File: config.mk
export PLATFORM = sky130hd
export DESIGN_NAME = jpeg_mcu_sequencer_flat
export DESIGN_NICKNAME = d
export VERILOG_FILES = /design/src/rtl/jpeg_pkg.sv /design/src/rtl/jpeg_mcu_sequencer_if.sv /design/src/rtl/jpeg_mcu_layout.sv /design/src/rtl/jpeg_mcu_sequencer.sv /design/src/flat_wrapper.sv
export SDC_FILE = /design/constraint.sdc
export NUM_CORES = 1
export LEC_CHECK = 0
export ABC_AREA = 0
export CAP_MARGIN = 20
export CORE_MARGIN = 2
export CORE_UTILIZATION = 31
export DETAILED_ROUTE_END_ITERATION = 8
export SLEW_MARGIN = 20
export SYNTH_ARGS = -nofsm -noshare
export SYNTH_HDL_FRONTEND = slang
export SYNTH_SLANG_ARGS = --single-unit
File: constraint.sdc
create_clock -name clk -period 3.5 [get_ports clk]
set_input_delay 0.875 -clock clk [delete_from_list [all_inputs] [get_ports clk]]
set_output_delay 0.875 -clock clk [all_outputs]
set_load 0.01 [all_outputs]
File: src/rtl/jpeg_pkg.sv
// jpeg_pkg: shared mode codes, component ids, blocks-per-MCU constants and
// sequencer state encoding for the JPEG scan path.
package jpeg_pkg;
   localparam logic [1:0] MODE_444  = 2'b00;
   localparam logic [1:0] MODE_422  = 2'b01;
   localparam logic [1:0] MODE_420  = 2'b10;
   localparam logic [1:0] MODE_GRAY = 2'b11;
   localparam logic [1:0] COMP_Y  = 2'd0;
   localparam logic [1:0] COMP_CB = 2'd1;
   localparam logic [1:0] COMP_CR = 2'd2;
   localparam logic [2:0] BPM_444  = 3'd3;
   localparam logic [2:0] BPM_422  = 3'd4;
   localparam logic [2:0] BPM_420  = 3'd6;
   localparam logic [2:0] BPM_GRAY = 3'd1;
   typedef enum logic [2:0] {
      ST_IDLE,
      ST_SETUP,
      ST_DECODE,
      ST_HOLD,
      ST_RESTART,
      ST_DONE
   } state_t;
endpackage

File: src/rtl/jpeg_mcu_sequencer_if.sv
// jpeg_mcu_sequencer_if: block descriptor handshake between the sequencer
// and the accumulator/serializer.
interface jpeg_mcu_sequencer_if #(
   parameter int DIM_W  = 16,
   parameter int COMP_W = 2
);
   logic              blk_valid;
   logic              blk_ready;
   logic [COMP_W-1:0] blk_comp;
   logic              blk_last_in_mcu;
   logic [DIM_W-1:0]  mcu_x;
   logic [DIM_W-1:0]  mcu_y;
   modport master (output blk_valid, blk_comp, blk_last_in_mcu, mcu_x, mcu_y, input blk_ready);
   modport slave  (input blk_valid, blk_comp, blk_last_in_mcu, mcu_x, mcu_y, output blk_ready);
endinterface

File: src/rtl/jpeg_mcu_layout.sv
// jpeg_mcu_layout: decodes subsample mode and block index into component id,
// blocks per MCU and log2 of the MCU width/height.
module jpeg_mcu_layout import jpeg_pkg::*; #(
   parameter int COMP_W = 2
) (
   input  logic [1:0]        i_mode,
   input  logic [2:0]        i_blk_idx,
   output logic [COMP_W-1:0] o_comp,
   output logic [2:0]        o_bpm,
   output logic [2:0]        o_w_shift,
   output logic [2:0]        o_h_shift
);
   logic [2:0] w_cb_idx;
   // Chroma always occupies the final two slots: Cb then Cr.
   always_comb begin
      o_bpm     = i_mode == MODE_444 ? BPM_444 :
                  i_mode == MODE_422 ? BPM_422 :
                  i_mode == MODE_420 ? BPM_420 : BPM_GRAY;
      w_cb_idx  = o_bpm - 3'd2;
      o_comp    = (i_mode == MODE_GRAY || i_blk_idx < w_cb_idx) ? COMP_W'(COMP_Y) :
                  i_blk_idx == w_cb_idx ? COMP_W'(COMP_CB) : COMP_W'(COMP_CR);
      o_w_shift = (i_mode == MODE_422 || i_mode == MODE_420) ? 3'd4 : 3'd3;
      o_h_shift = i_mode == MODE_420 ? 3'd4 : 3'd3;
   end
endmodule

File: src/rtl/jpeg_mcu_sequencer.sv
// jpeg_mcu_sequencer: scan-level controller walking blocks, MCUs and restart
// intervals of a multi-component, subsampled JPEG scan.
module jpeg_mcu_sequencer import jpeg_pkg::*; #(
   parameter int DIM_W  = 16,
   parameter int COMP_W = 2,
   parameter int RST_W  = 16
) (
   input  logic             clk,
   input  logic             rst_n,
   input  logic             i_start_scan,
   input  logic [DIM_W-1:0] i_img_width,
   input  logic [DIM_W-1:0] i_img_height,
   input  logic [1:0]       i_subsample_mode,
   input  logic [RST_W-1:0] i_restart_interval,
   input  logic             i_block_done,
   input  logic             i_restart_ack,
   jpeg_mcu_sequencer_if.master blk,
   output logic             o_decode_enable,
   output logic             o_dc_pred_reset,
   output logic             o_restart_req,
   output logic             o_busy,
   output logic             o_scan_done
);
   state_t            r_state, w_next;
   logic [DIM_W-1:0]  r_w, r_h, r_mcus_x, r_mcus_y, r_mcu_x, r_mcu_y;
   logic [1:0]        r_mode;
   logic [RST_W-1:0]  r_rst_int, r_int_cnt;
   logic [2:0]        r_blk_idx;
   logic [COMP_W-1:0] r_comp;
   logic              r_last, r_dcr;
   logic [COMP_W-1:0] w_comp;
   logic [2:0]        w_bpm, w_w_shift, w_h_shift;
   logic [DIM_W:0]    w_sum_x, w_sum_y;
   logic [DIM_W-1:0]  w_mcus_x, w_mcus_y;
   logic [RST_W-1:0]  w_int_nxt;
   logic              w_empty, w_last_blk, w_last_x, w_last_y, w_final, w_int_end, w_accept;
   jpeg_mcu_layout #(.COMP_W(COMP_W)) u_layout (
      .i_mode    (r_mode),
      .i_blk_idx (r_blk_idx),
      .o_comp    (w_comp),
      .o_bpm     (w_bpm),
      .o_w_shift (w_w_shift),
      .o_h_shift (w_h_shift)
   );
   // One extra bit keeps the ceil rounding from wrapping near the maximum size.
   assign w_sum_x    = {1'b0, r_w} + ((DIM_W+1)'(1) << w_w_shift) - (DIM_W+1)'(1);
   assign w_sum_y    = {1'b0, r_h} + ((DIM_W+1)'(1) << w_h_shift) - (DIM_W+1)'(1);
   assign w_mcus_x   = DIM_W'(w_sum_x >> w_w_shift);
   assign w_mcus_y   = DIM_W'(w_sum_y >> w_h_shift);
   assign w_empty    = r_w == '0 || r_h == '0;
   assign w_last_blk = r_blk_idx == w_bpm - 3'd1;
   assign w_last_x   = r_mcu_x == r_mcus_x - DIM_W'(1);
   assign w_last_y   = r_mcu_y == r_mcus_y - DIM_W'(1);
   assign w_final    = w_last_blk && w_last_x && w_last_y;
   assign w_int_nxt  = r_int_cnt + RST_W'(1);
   assign w_int_end  = w_last_blk && r_rst_int != '0 && w_int_nxt == r_rst_int;
   assign w_accept   = r_state == ST_HOLD && blk.blk_ready;
   always_comb begin
      w_next = r_state;
      case (r_state)
         ST_IDLE:    w_next = i_start_scan ? ST_SETUP : ST_IDLE;
         ST_SETUP:   w_next = w_empty ? ST_DONE : ST_DECODE;
         ST_DECODE:  w_next = i_block_done ? ST_HOLD : ST_DECODE;
         ST_HOLD:    w_next = !w_accept ? ST_HOLD : w_final ? ST_DONE :
                              w_int_end ? ST_RESTART : ST_DECODE;
         ST_RESTART: w_next = i_restart_ack ? ST_DECODE : ST_RESTART;
         ST_DONE:    w_next = ST_IDLE;
         default:    w_next = ST_IDLE;
      endcase
   end
   assign o_decode_enable     = r_state == ST_DECODE;
   assign o_restart_req       = r_state == ST_RESTART;
   assign o_scan_done         = r_state == ST_DONE;
   assign o_busy              = r_state != ST_IDLE;
   assign o_dc_pred_reset     = r_state == ST_SETUP || r_dcr;
   assign blk.blk_valid       = r_state == ST_HOLD;
   assign blk.blk_last_in_mcu = r_state == ST_HOLD && r_last;
   assign blk.blk_comp        = r_comp;
   assign blk.mcu_x           = r_mcu_x;
   assign blk.mcu_y           = r_mcu_y;
   always_ff @(posedge clk or negedge rst_n) begin
      if (!rst_n) begin
         r_state   <= ST_IDLE;
         r_w       <= '0;
         r_h       <= '0;
         r_mode    <= '0;
         r_rst_int <= '0;
         r_mcus_x  <= '0;
         r_mcus_y  <= '0;
         r_mcu_x   <= '0;
         r_mcu_y   <= '0;
         r_int_cnt <= '0;
         r_blk_idx <= '0;
         r_comp    <= '0;
         r_last    <= 1'b0;
         r_dcr     <= 1'b0;
      end else begin
         r_state <= w_next;
         r_dcr   <= r_state == ST_RESTART && i_restart_ack;
         if (r_state == ST_IDLE && i_start_scan) begin
            r_w       <= i_img_width;
            r_h       <= i_img_height;
            r_mode    <= i_subsample_mode;
            r_rst_int <= i_restart_interval;
         end
         if (r_state == ST_SETUP) begin
            r_mcus_x  <= w_mcus_x;
            r_mcus_y  <= w_mcus_y;
            r_mcu_x   <= '0;
            r_mcu_y   <= '0;
            r_int_cnt <= '0;
            r_blk_idx <= '0;
         end
         if (r_state == ST_DECODE && i_block_done) begin
            r_comp <= w_comp;
            r_last <= w_last_blk;
         end
         // Position freezes on the final block so it still names the last MCU.
         if (w_accept && !w_final) begin
            r_blk_idx <= w_last_blk ? 3'd0 : r_blk_idx + 3'd1;
            if (w_last_blk) begin
               r_int_cnt <= w_int_nxt;
               r_mcu_x   <= w_last_x ? '0 : r_mcu_x + DIM_W'(1);
               if (w_last_x) r_mcu_y <= r_mcu_y + DIM_W'(1);
            end
         end
         if (r_state == ST_RESTART && i_restart_ack) r_int_cnt <= '0;
      end
   end
endmodule

File: src/flat_wrapper.sv
// flat-port wrapper written by rule: the top's interface ports become plain ports
module jpeg_mcu_sequencer_flat import jpeg_pkg::*;
#(
   parameter int DIM_W  = 16,
   parameter int COMP_W = 2,
   parameter int RST_W  = 16
)
  (clk, rst_n, i_start_scan, i_img_width, i_img_height, i_subsample_mode, i_restart_interval, i_block_done, i_restart_ack, o_decode_enable, o_dc_pred_reset, o_restart_req, o_busy, o_scan_done, blk_blk_valid, blk_blk_comp, blk_blk_last_in_mcu, blk_mcu_x, blk_mcu_y, blk_blk_ready);
  jpeg_mcu_sequencer_if #(.DIM_W(DIM_W), .COMP_W(COMP_W)) blk_i ();
  input  logic clk;
  input  logic rst_n;
  input  logic i_start_scan;
  input  logic [DIM_W-1:0] i_img_width;
  input  logic [DIM_W-1:0] i_img_height;
  input  logic [1:0] i_subsample_mode;
  input  logic [RST_W-1:0] i_restart_interval;
  input  logic i_block_done;
  input  logic i_restart_ack;
  output logic o_decode_enable;
  output logic o_dc_pred_reset;
  output logic o_restart_req;
  output logic o_busy;
  output logic o_scan_done;
  output wire logic [$bits(blk_i.blk_valid)-1:0] blk_blk_valid;
  output wire logic [$bits(blk_i.blk_comp)-1:0] blk_blk_comp;
  output wire logic [$bits(blk_i.blk_last_in_mcu)-1:0] blk_blk_last_in_mcu;
  output wire logic [$bits(blk_i.mcu_x)-1:0] blk_mcu_x;
  output wire logic [$bits(blk_i.mcu_y)-1:0] blk_mcu_y;
  input wire logic [$bits(blk_i.blk_ready)-1:0] blk_blk_ready;
  assign blk_blk_valid = blk_i.blk_valid;
  assign blk_blk_comp = blk_i.blk_comp;
  assign blk_blk_last_in_mcu = blk_i.blk_last_in_mcu;
  assign blk_mcu_x = blk_i.mcu_x;
  assign blk_mcu_y = blk_i.mcu_y;
  assign blk_i.blk_ready = blk_blk_ready;
  jpeg_mcu_sequencer #(.DIM_W(DIM_W), .COMP_W(COMP_W), .RST_W(RST_W)) u_core (.clk(clk), .rst_n(rst_n), .i_start_scan(i_start_scan), .i_img_width(i_img_width), .i_img_height(i_img_height), .i_subsample_mode(i_subsample_mode), .i_restart_interval(i_restart_interval), .i_block_done(i_block_done), .i_restart_ack(i_restart_ack), .blk(blk_i), .o_decode_enable(o_decode_enable), .o_dc_pred_reset(o_dc_pred_reset), .o_restart_req(o_restart_req), .o_busy(o_busy), .o_scan_done(o_scan_done));
endmodule
==> results.cfg, run 1 <==
[sta]
clock_skew_ps = 10.46
hold_viol = 0
fin_ws_ps = 198.1
maxSlewHeadroom_pct = 46.76
whs_ps = 490.5
drv_slew = 0
timing.final.crit_share_pct = 94.34
finalCriticalPeriod_ps = 3302
tightestPinTransition_ps = 798.7
setup_violations = 0
fmax_mhz = 302.9

[clock_network]
insertion_delay_ps = 440
htree_levels = 4
ctsResizeCount = 0
ctsHoldBuffers = 0
cts_num_sinks = 140
cts_root_buf = clkbuf_16
cts_tree = done
numCtsBuffers = 17
clockBufferDepth = 2
clk_pin_slew_ps = 60
post_cts_buffers = 0

[logic_synthesis]
netlist.top_cell.by_area = dfrtp_1
synth-edff-count = 0
ys.flop_type = dfrtp_1
synth_nets = 1246
synthTopCellsByArea = dfrtp_1, ha_1, xnor2_1
synth_cells = 1131
ys_ff_latch = 140
async_reset_ff_share_pct = 100.0
yosysTopAreaCellShare_pct = 35.51
yosysSeqAreaShare_pct = 35.51
syn-cell-area_sq_um = 9866
avgSynthCellArea_sq_um = 8.723
yosysWarningCount = 0
synth.distinct_cells = 76

[cells_and_area]
final_util_pct = 38.08
nets = 1338
mostFrequentLayoutCells = dfrtp_1, nand2_1, clkdlybuf4s50_1
layout_commonest_cell = dfrtp_1
design_area_sq_um = 11980
drive_above_1_share_pct = 8.819
fillerInstances = 3130
areaGrowthSynthToFinish_pct = 21.47
antennaDiodeCount = 0

[global_route]
grt_max_degree = 85
grt_pass1_vias = 8032
grt_overflow = 0
grt_pass1_wl_microns = 41980
antenna_found_initial = 0
grtUsageTotal_pct = 15.58

[worst_setup_path]
cp_num_buf_inv = 2
path_cells = inv_1 -> ha_1 -> or4b_1 -> a2111oi_0 -> nor3_1 -> nor4_1 -> and4_4 -> a21o_1 -> buf_4 -> a21oi_1 -> a31o_1
critPathTopFamily = simple AND/OR/NAND/NOR gates
r2r_end = u_core.r_int_cnt[5]$_DFF_PN0_
critical-path-max-stage-delay_ps = 560
critical_path_arrival_ps = 3620
worst-endpoint-required_ps = 3820
worstSetupPathType = reg2reg
worstSetupEndpointType = flop
ff2ff_path_depth = 11
r2r_slack_ps = 200
crit_path_top_delay_cell = or4b_1
path_max_fanout = 17
critPathLaunchType = flop
r2r_start = u_core.r_mcus_y[0]$_DFFE_PN0P_

[min_path]
hold_path_class = in2async

[power_and_ir_drop]
p_total_mw = 10.93
p_leak_nw = 4.959
ir_worst_vdd_mv = 0.3610
power_density_nw_per_um2 = 912.0

[detailed_routing]
viasPerCell = 5.149
wirelength_microns = 25220
dr.pass1.iters = 5
post-route-drc-count = 0
routedWlPerCell_microns = 15.40
antenna_left = 0
drtIter0Drc = 577
vias = 8434

[floorplanning]
dieArea_sq_um = 33270
die_y_microns = 182.4
fp.dieW_microns = 182.4
rows = 65
ioPinCount = 97
core_area_sq_um = 31470
floorplan.initialDensity_pct = 31.35

[placed_design]
finalWeightedCongestion = 0.8623
placed_area_sq_um = 11360
hpwl_microns = 19000
io_buffers = 96
pre_cts_ws_ps = 73.70

[flow_run]
cap_violations = 0

[outcome]
status = finished, final reports clean
## sequential cells by signal, summed over array words and instances, names as in the netlist
signal and count:
u_core.r_mcus_y 16, u_core.r_last 1, u_core.r_state 3, u_core.r_rst_int 16, u_core.r_blk_idx 3, u_core.r_mode 2
u_core.r_w 16, u_core.r_h 16, u_core.blk.blk_comp 2, u_core.r_mcus_x 16, u_core.r_int_cnt 16, u_core.r_dcr 1
u_core.blk.mcu_x 16, u_core.blk.mcu_y 16
## worst max path at each step
stage / startpoint / to / slack, ps / cells after the start
2_1_floorplan: u_core.r_mode[0]$_DFFE_PN0P_ / u_core.r_mcus_x[12]$_DFFE_PN0P_ / 150 / 16
3_3_place_gp: u_core.r_mcus_x[1]$_DFFE_PN0P_ / u_core.blk.mcu_x[5]$_DFF_PN0_ / 110 / 10
3_5_place_dp: u_core.r_mcus_x[1]$_DFFE_PN0P_ / u_core.blk.mcu_x[5]$_DFF_PN0_ / 70 / 10
4_1_cts: u_core.r_mode[0]$_DFFE_PN0P_ / u_core.r_mcus_y[12]$_DFFE_PN0P_ / 80 / 14
5_1_grt: u_core.r_mcus_y[0]$_DFFE_PN0P_ / u_core.r_int_cnt[4]$_DFF_PN0_ / -20 / 11
6_report: u_core.r_mcus_y[0]$_DFFE_PN0P_ / u_core.r_int_cnt[5]$_DFF_PN0_ / 200 / 11
## per-layer routing
metal / track usage [%] / up-vias / wire length (microns)
li1: - / 4232 / -
met1: 22.21 / 4005 / 12910
met2: 23.95 / 166 / 11000
met3: 2.794 / 31 / 875
met4: 4.839 / 0 / 437
met5: 0 / - / 0
## power by group
part	switching [mW]	total (mW)	internal, mW
Clock	0.739	1.86	1.13
Combinational	3.55	6.35	2.80
Sequential	0.589	2.71	2.13
## synthesized netlist by cell type, types with 13 or more instances
| cell | number |
|---|---|
| nor2_1 | 57 |
| mux2_2 | 20 |
| ha_1 | 57 |
| nor4_1 | 18 |
| nor3_1 | 30 |
| nand2_1 | 126 |
| xor2_1 | 31 |
| nand4_1 | 16 |
| a31oi_1 | 25 |
| xnor2_1 | 57 |
| nand2b_1 | 15 |
| nor2b_1 | 13 |
| clkbuf_1 | 32 |
| and3_1 | 15 |
| inv_1 | 76 |
| o21ai_0 | 83 |
| or3_1 | 22 |
| a21oi_1 | 57 |
| nand3_1 | 32 |
| mux2i_1 | 28 |
| dfrtp_1 | 140 |
## cell type report
class                      instances  area [sq um]  share of cell area [%]
multi-input combinational        864          5887                   49.12
timing repair buffer             123          1202                   10.03
inverter                          77         289.0                   2.412
clock inverter                    13         166.4                   1.389
sequential                       140          3503                   29.23
tap                              402         503.0                   4.197
clock buffer                      19         432.9                   3.612
## per-stage QoR
| stage | setup TNS [ps] | std cells |
|---|---|---|
| 3_5_place_dp | 0 | 1606 |
| 6_report | 0 | 1638 |
| 3_3_place_gp | 0 | 1606 |
| 5_1_grt | -69.39 | 1638 |
| 4_1_cts | 0 | 1638 |
| 2_1_floorplan | 0 | 1131 |
## kinds of logic (layout without fill, tap and decap cells)
group / count (synthesis) / count (layout) / share of synthesized area (%)
simple gates: 403 / 403 / 21.46
compound gates: 265 / 265 / 17.03
flops: 140 / 140 / 35.51
buf+inv: 127 / 232 / 5.200
xor+xnor: 89 / 89 / 8.041
fa+ha+maj: 59 / 59 / 7.635
mux: 48 / 48 / 5.124
No activity file was read; power rests on OpenSTA's default activity.
==> run 2, diff against run 1 <==
- CORE_UTILIZATION: 31 -> 35
==> run 2 against run 1 <==
Net effect: non-clock buffer count down 1; sequential share of layout area up 0.061 points; critical path depth unchanged; highest routed layer unchanged; global-route usage up 2.2 points; setup slack better by 83 ps; utilization up 5.0 points; combinational power about the same; flip-flop and latch count unchanged; first-iteration DRC count up 2.6%; via count up 0.71%; final cell count down 1.6%.
==> results.cfg, run 2 (synthesized netlist as in run 1, its figures left out) <==
[worst_setup_path]
path_max_fanout = 11
critPathLaunchType = flop
worstSetupEndpointType = flop
ff2ff_path_depth = 11
r2r_end = u_core.r_int_cnt[3]$_DFF_PN0_
r2r_slack_ps = 280
critical_path_arrival_ps = 3580
r2r_start = u_core.r_mcus_x[0]$_DFFE_PN0P_
worstSetupPathType = reg2reg
worst-endpoint-required_ps = 3860

[global_route]
grt_overflow = 0
grt_pass1_vias = 8128
antenna_found_initial = 0
grt_max_degree = 79
grtUsageTotal_pct = 17.74
grt_pass1_wl_microns = 41900

[detailed_routing]
post-route-drc-count = 0
drtIter0Drc = 592
routedWlPerCell_microns = 15.68
viasPerCell = 5.273
vias = 8494
wirelength_microns = 25260
antenna_left = 0
dr.pass1.iters = 5

[sta]
whs_ps = 398.2
fmax_mhz = 310.7
timing.final.crit_share_pct = 91.96
tightestPinTransition_ps = 781.8
setup_violations = 0
clock_skew_ps = 8.976
finalCriticalPeriod_ps = 3219
rsz0062_at_grt = no
drv_slew = 0
hold_viol = 0
maxSlewHeadroom_pct = 47.88

[placed_design]
finalWeightedCongestion = 0.8787
io_buffers = 96
dp_cells = 1579
hpwl_microns = 18980
placed_area_sq_um = 11320

[cells_and_area]
areaGrowthSynthToFinish_pct = 21.22
layout_commonest_cell = dfrtp_1
mostFrequentLayoutCells = dfrtp_1, nand2_1, clkdlybuf4s50_1
design_area_sq_um = 11960
drive_above_1_share_pct = 8.354
layoutNonFillerInstCount = 1611
antennaDiodeCount = 0
nets = 1337
fillerInstances = 2764

[floorplanning]
dieArea_sq_um = 29550
fp.dieW_microns = 171.9
ioPinCount = 97
die_y_microns = 171.9
rows = 61
floorplan.initialDensity_pct = 35.51
core_area_sq_um = 27780

[clock_network]
ctsHoldBuffers = 0
clk_pin_slew_ps = 60
numCtsBuffers = 17
insertion_delay_ps = 430
htree_levels = 4
clockBufferDepth = 2
cts_root_buf = clkbuf_16
cts_num_sinks = 140
cts_tree = done

[power_and_ir_drop]
p_total_mw = 10.91
p_leak_nw = 4.966
power_density_nw_per_um2 = 912.6
ir_worst_vdd_mv = 0.3952

[flow_run]
cap_violations = 0

[min_path]
hold_path_class = in2async

[outcome]
status = finished, final reports clean
## run 2: timing repair
| action | 4_1_cts | 5_1_grt |
|---|---|---|
| pin swaps | 0 | 1 |
| gates resized for setup | 1 | 6 |
| setup buffers | 0 | 2 |
| setup endpoints to repair | 1 | 38 |
## run 2: layer usage
layer | GRT usage, % | vias to the layer above | routed length, microns
li1 | - | 4231 | -
met1 | 25.73 | 4057 | 12860
met2 | 27.62 | 188 | 11130
met3 | 2.930 | 18 | 1035
met4 | 4.165 | 0 | 235
met5 | 0 | - | 0
## run 2: worst max-delay path, cell delays in order (launching register included)
cell and delay (ps):
dfrtp_1 440, inv_1 110, ha_1 210, or4b_1 640, nor4_4 210, xnor2_1 120
a2111oi_0 350, o2111a_2 370, a21oi_1 170, nor2_4 220, buf_12 160, a32o_1 160
## run 2: final cells by class
| class | instances | area [sq um] | area share [%] |
|---|---|---|---|
| clock buffers | 24 | 491.7 | 4.112 |
| flip-flops and latches | 140 | 3503 | 29.29 |
| well taps | 378 | 473.0 | 3.955 |
| repair buffers | 122 | 1207 | 10.10 |
| clock inverters | 6 | 110.1 | 0.9207 |
| multi-input cells | 864 | 5884 | 49.20 |
| inverters | 77 | 289.0 | 2.417 |
## run 2: worst max-delay path by stage
| stage | start | to | cells after the start |
|---|---|---|---|
| after floorplan | u_core.r_mode[0]$_DFFE_PN0P_ | u_core.r_mcus_x[12]$_DFFE_PN0P_ | 16 |
| after global placement | u_core.r_mcus_x[0]$_DFFE_PN0P_ | u_core.blk.mcu_x[5]$_DFF_PN0_ | 10 |
| after detailed placement | u_core.r_mcus_x[0]$_DFFE_PN0P_ | u_core.blk.mcu_x[5]$_DFF_PN0_ | 10 |
| after CTS | u_core.r_mcus_x[0]$_DFFE_PN0P_ | u_core.r_int_cnt[3]$_DFF_PN0_ | 11 |
| after global routing | u_core.r_mcus_x[0]$_DFFE_PN0P_ | u_core.r_int_cnt[3]$_DFF_PN0_ | 11 |
| final | u_core.r_mcus_x[0]$_DFFE_PN0P_ | u_core.r_int_cnt[3]$_DFF_PN0_ | 11 |
## run 2: power by group
part	internal (mW)	switching, mW
Sequential	2.13	0.592
Combinational	2.78	3.54
Clock	1.19	0.689
Total	6.10	4.82
## run 2: metrics by stage
stage          util, %  setup TNS [ps]  setup slack (ps)
2_1_floorplan        -               0             153.2
3_3_place_gp     40.74               0             72.21
3_5_place_dp     40.74          -26.62            -26.62
4_1_cts          42.91               0             108.5
5_1_grt          43.05               0             41.86
6_report         43.05               0             281.4
==> run 3, diff against run 2 <==
- SLEW_MARGIN: 20 -> 40
==> run 3 against run 2 <==
Net effect: global-route usage decreased by 0.11 points; setup slack got worse by 40 ps; via count decreased by 0.61%; critical path type unchanged; critical endpoint unchanged.
==> results.cfg, run 3 (synthesized netlist as in run 1, its figures left out) <==
[clock_network]
clockBufferDepth = 2
ctsHoldBuffers = 0
numCtsBuffers = 17
cts_tree = done
htree_levels = 4
cts_root_buf = clkbuf_16
cts_num_sinks = 140
insertion_delay_ps = 430
clk_pin_slew_ps = 60

[sta]
finalCriticalPeriod_ps = 3259
finalSetupTns_ps = 0
rsz0062_at_grt = no
setup_violations = 0
clock_skew_ps = 10.44
fmax_mhz = 306.8
drv_slew = 0
timing.final.crit_share_pct = 93.11
tightestPinTransition_ps = 787.9
maxSlewHeadroom_pct = 47.48
hold_viol = 0

[cells_and_area]
antennaDiodeCount = 0
areaGrowthSynthToFinish_pct = 21.20
mostFrequentLayoutCells = dfrtp_1, nand2_1, clkdlybuf4s50_1
nets = 1337
drive_above_1_share_pct = 8.354
layout_commonest_cell = dfrtp_1

[global_route]
grt_overflow = 0
grt_max_degree = 79
antenna_found_initial = 0
grt_pass1_wl_microns = 41800
grt_pass1_vias = 8110
grtUsageTotal_pct = 17.62

[placed_design]
finalWeightedCongestion = 0.8787
io_buffers = 96
hpwl_microns = 18990

[detailed_routing]
wirelength_microns = 25060
antenna_left = 0
post-route-drc-count = 0
vias = 8442
routedWlPerCell_microns = 15.56
drtIter0Drc = 456
viasPerCell = 5.240
dr.pass1.iters = 5

[worst_setup_path]
worst-endpoint-required_ps = 3870
critical_path_arrival_ps = 3620
critical-path-max-stage-delay_ps = 560
crit_path_top_delay_cell = or4b_1
path_max_fanout = 11
path_cells = inv_1 -> ha_1 -> or4b_1 -> a2111oi_0 -> nor3_1 -> nor4_1 -> and4_2 -> a21oi_1 -> nor2_4 -> buf_12 -> a32o_1
worstSetupEndpointType = flop
worstSetupPathType = reg2reg
critPathLaunchType = flop

[floorplanning]
core_area_sq_um = 27780
floorplan.initialDensity_pct = 35.51
die_y_microns = 171.9
fp.dieW_microns = 171.9
ioPinCount = 97
dieArea_sq_um = 29550
rows = 61

[power_and_ir_drop]
p_total_mw = 10.91
seqPwrFrac_pct = 24.9
p_sw_mw = 4.816
p_clk_share_pct = 17.2
power_density_nw_per_um2 = 912.5
ir_worst_vdd_mv = 0.3416
swShare_pct = 44.14
combPwrFrac_pct = 57.9
p_leak_nw = 4.966
intPower_mw = 6.095

[min_path]
hold_path_class = in2async

[flow_run]
cap_violations = 0

[outcome]
status = finished, final reports clean
## run 3: cell counts in the layout (fill, tap and decap cells not counted)
Identical to the previous run, type by type.
## run 3: timing repair
item	4_1_cts	5_1_grt
setup buffers	0	2
hold endpoints to repair	0	0
gates resized for setup	0	5
endpoints found under the setup margin	0	37
## run 3: final timing paths
kind | from | endpoint | slack (ps) | cells past startpoint
max | u_core.r_mcus_y[0]$_DFFE_PN0P_ | u_core.r_int_cnt[3]$_DFF_PN0_ | 240 | 11
min in group clk | u_core.r_mcus_x[15]$_DFFE_PN0P_ | u_core.r_mcus_x[15]$_DFFE_PN0P_ | 510 | 1
max reg2reg | u_core.r_mcus_y[0]$_DFFE_PN0P_ | u_core.r_int_cnt[3]$_DFF_PN0_ | 240 | 11
min reg2reg | u_core.r_mcus_x[15]$_DFFE_PN0P_ | u_core.r_mcus_x[15]$_DFFE_PN0P_ | 510 | 1
min | rst_n | u_core.r_h[9]$_DFFE_PN0P_ | 390 | 1
max in group asynchronous | rst_n | u_core.blk.mcu_x[3]$_DFF_PN0_ | 2250 | 2
## run 3: area by class of cell
type	instances	area (sq um)
Sequential cell	140	3503
Fill cell	2777	15820
Multi-Input combinational cell	864	5883
Clock inverter	6	110.1
Clock buffer	24	491.7
Timing Repair Buffer	122	1207
Tap cell	378	473.0
Inverter	77	289.0
## run 3: per-layer routing
layer | part of all wire [%] | track usage, % | vias to the layer above
met1 | 51 | 25.78 | 3979
met2 | 43 | 27.19 | 199
met5 | 0 | 0 | -
met3 | 3.9 | 2.815 | 25
li1 | - | - | 4239
met4 | 1.2 | 4.311 | 0
## run 3: power by group through the flow
stage | combinational (mW) | clock (mW) | sequential [mW]
CTS | 6.27 | 1.91 | 2.72
global route | 7.17 | 1.98 | 2.80
global placement | 6.15 | 0 | 2.72
detailed placement | 6.23 | 0 | 2.74
finish | 6.32 | 1.87 | 2.72
floorplan | 4.79 | 0 | 2.52
## run 3: through the flow
stage                     instance area [sq um]  setup WS, ps  utilization [%]  instances  hold WS [ps]
after floorplan                            9867         153.2                -       1131         470.5
after global placement                    11320         72.21            40.74       1579         491.7
after detailed placement                  11320         125.4            40.74       1579         492.4
after CTS                                 11920         110.2            42.91       1609         409.3
after global routing                      11960         21.45            43.04       1611         428.4
final                                     11960         241.0            43.04       1611         391.2
## run 3: worst max-delay path, delay by kind of cell, from the launching register on
family	cells	cell delay (ps)
AOI/OAI and AO/OA	3	770
adders and majority gates	1	220
buffers and inverters	2	260
DFF	1	420
and+or+nand+nor	5	1510
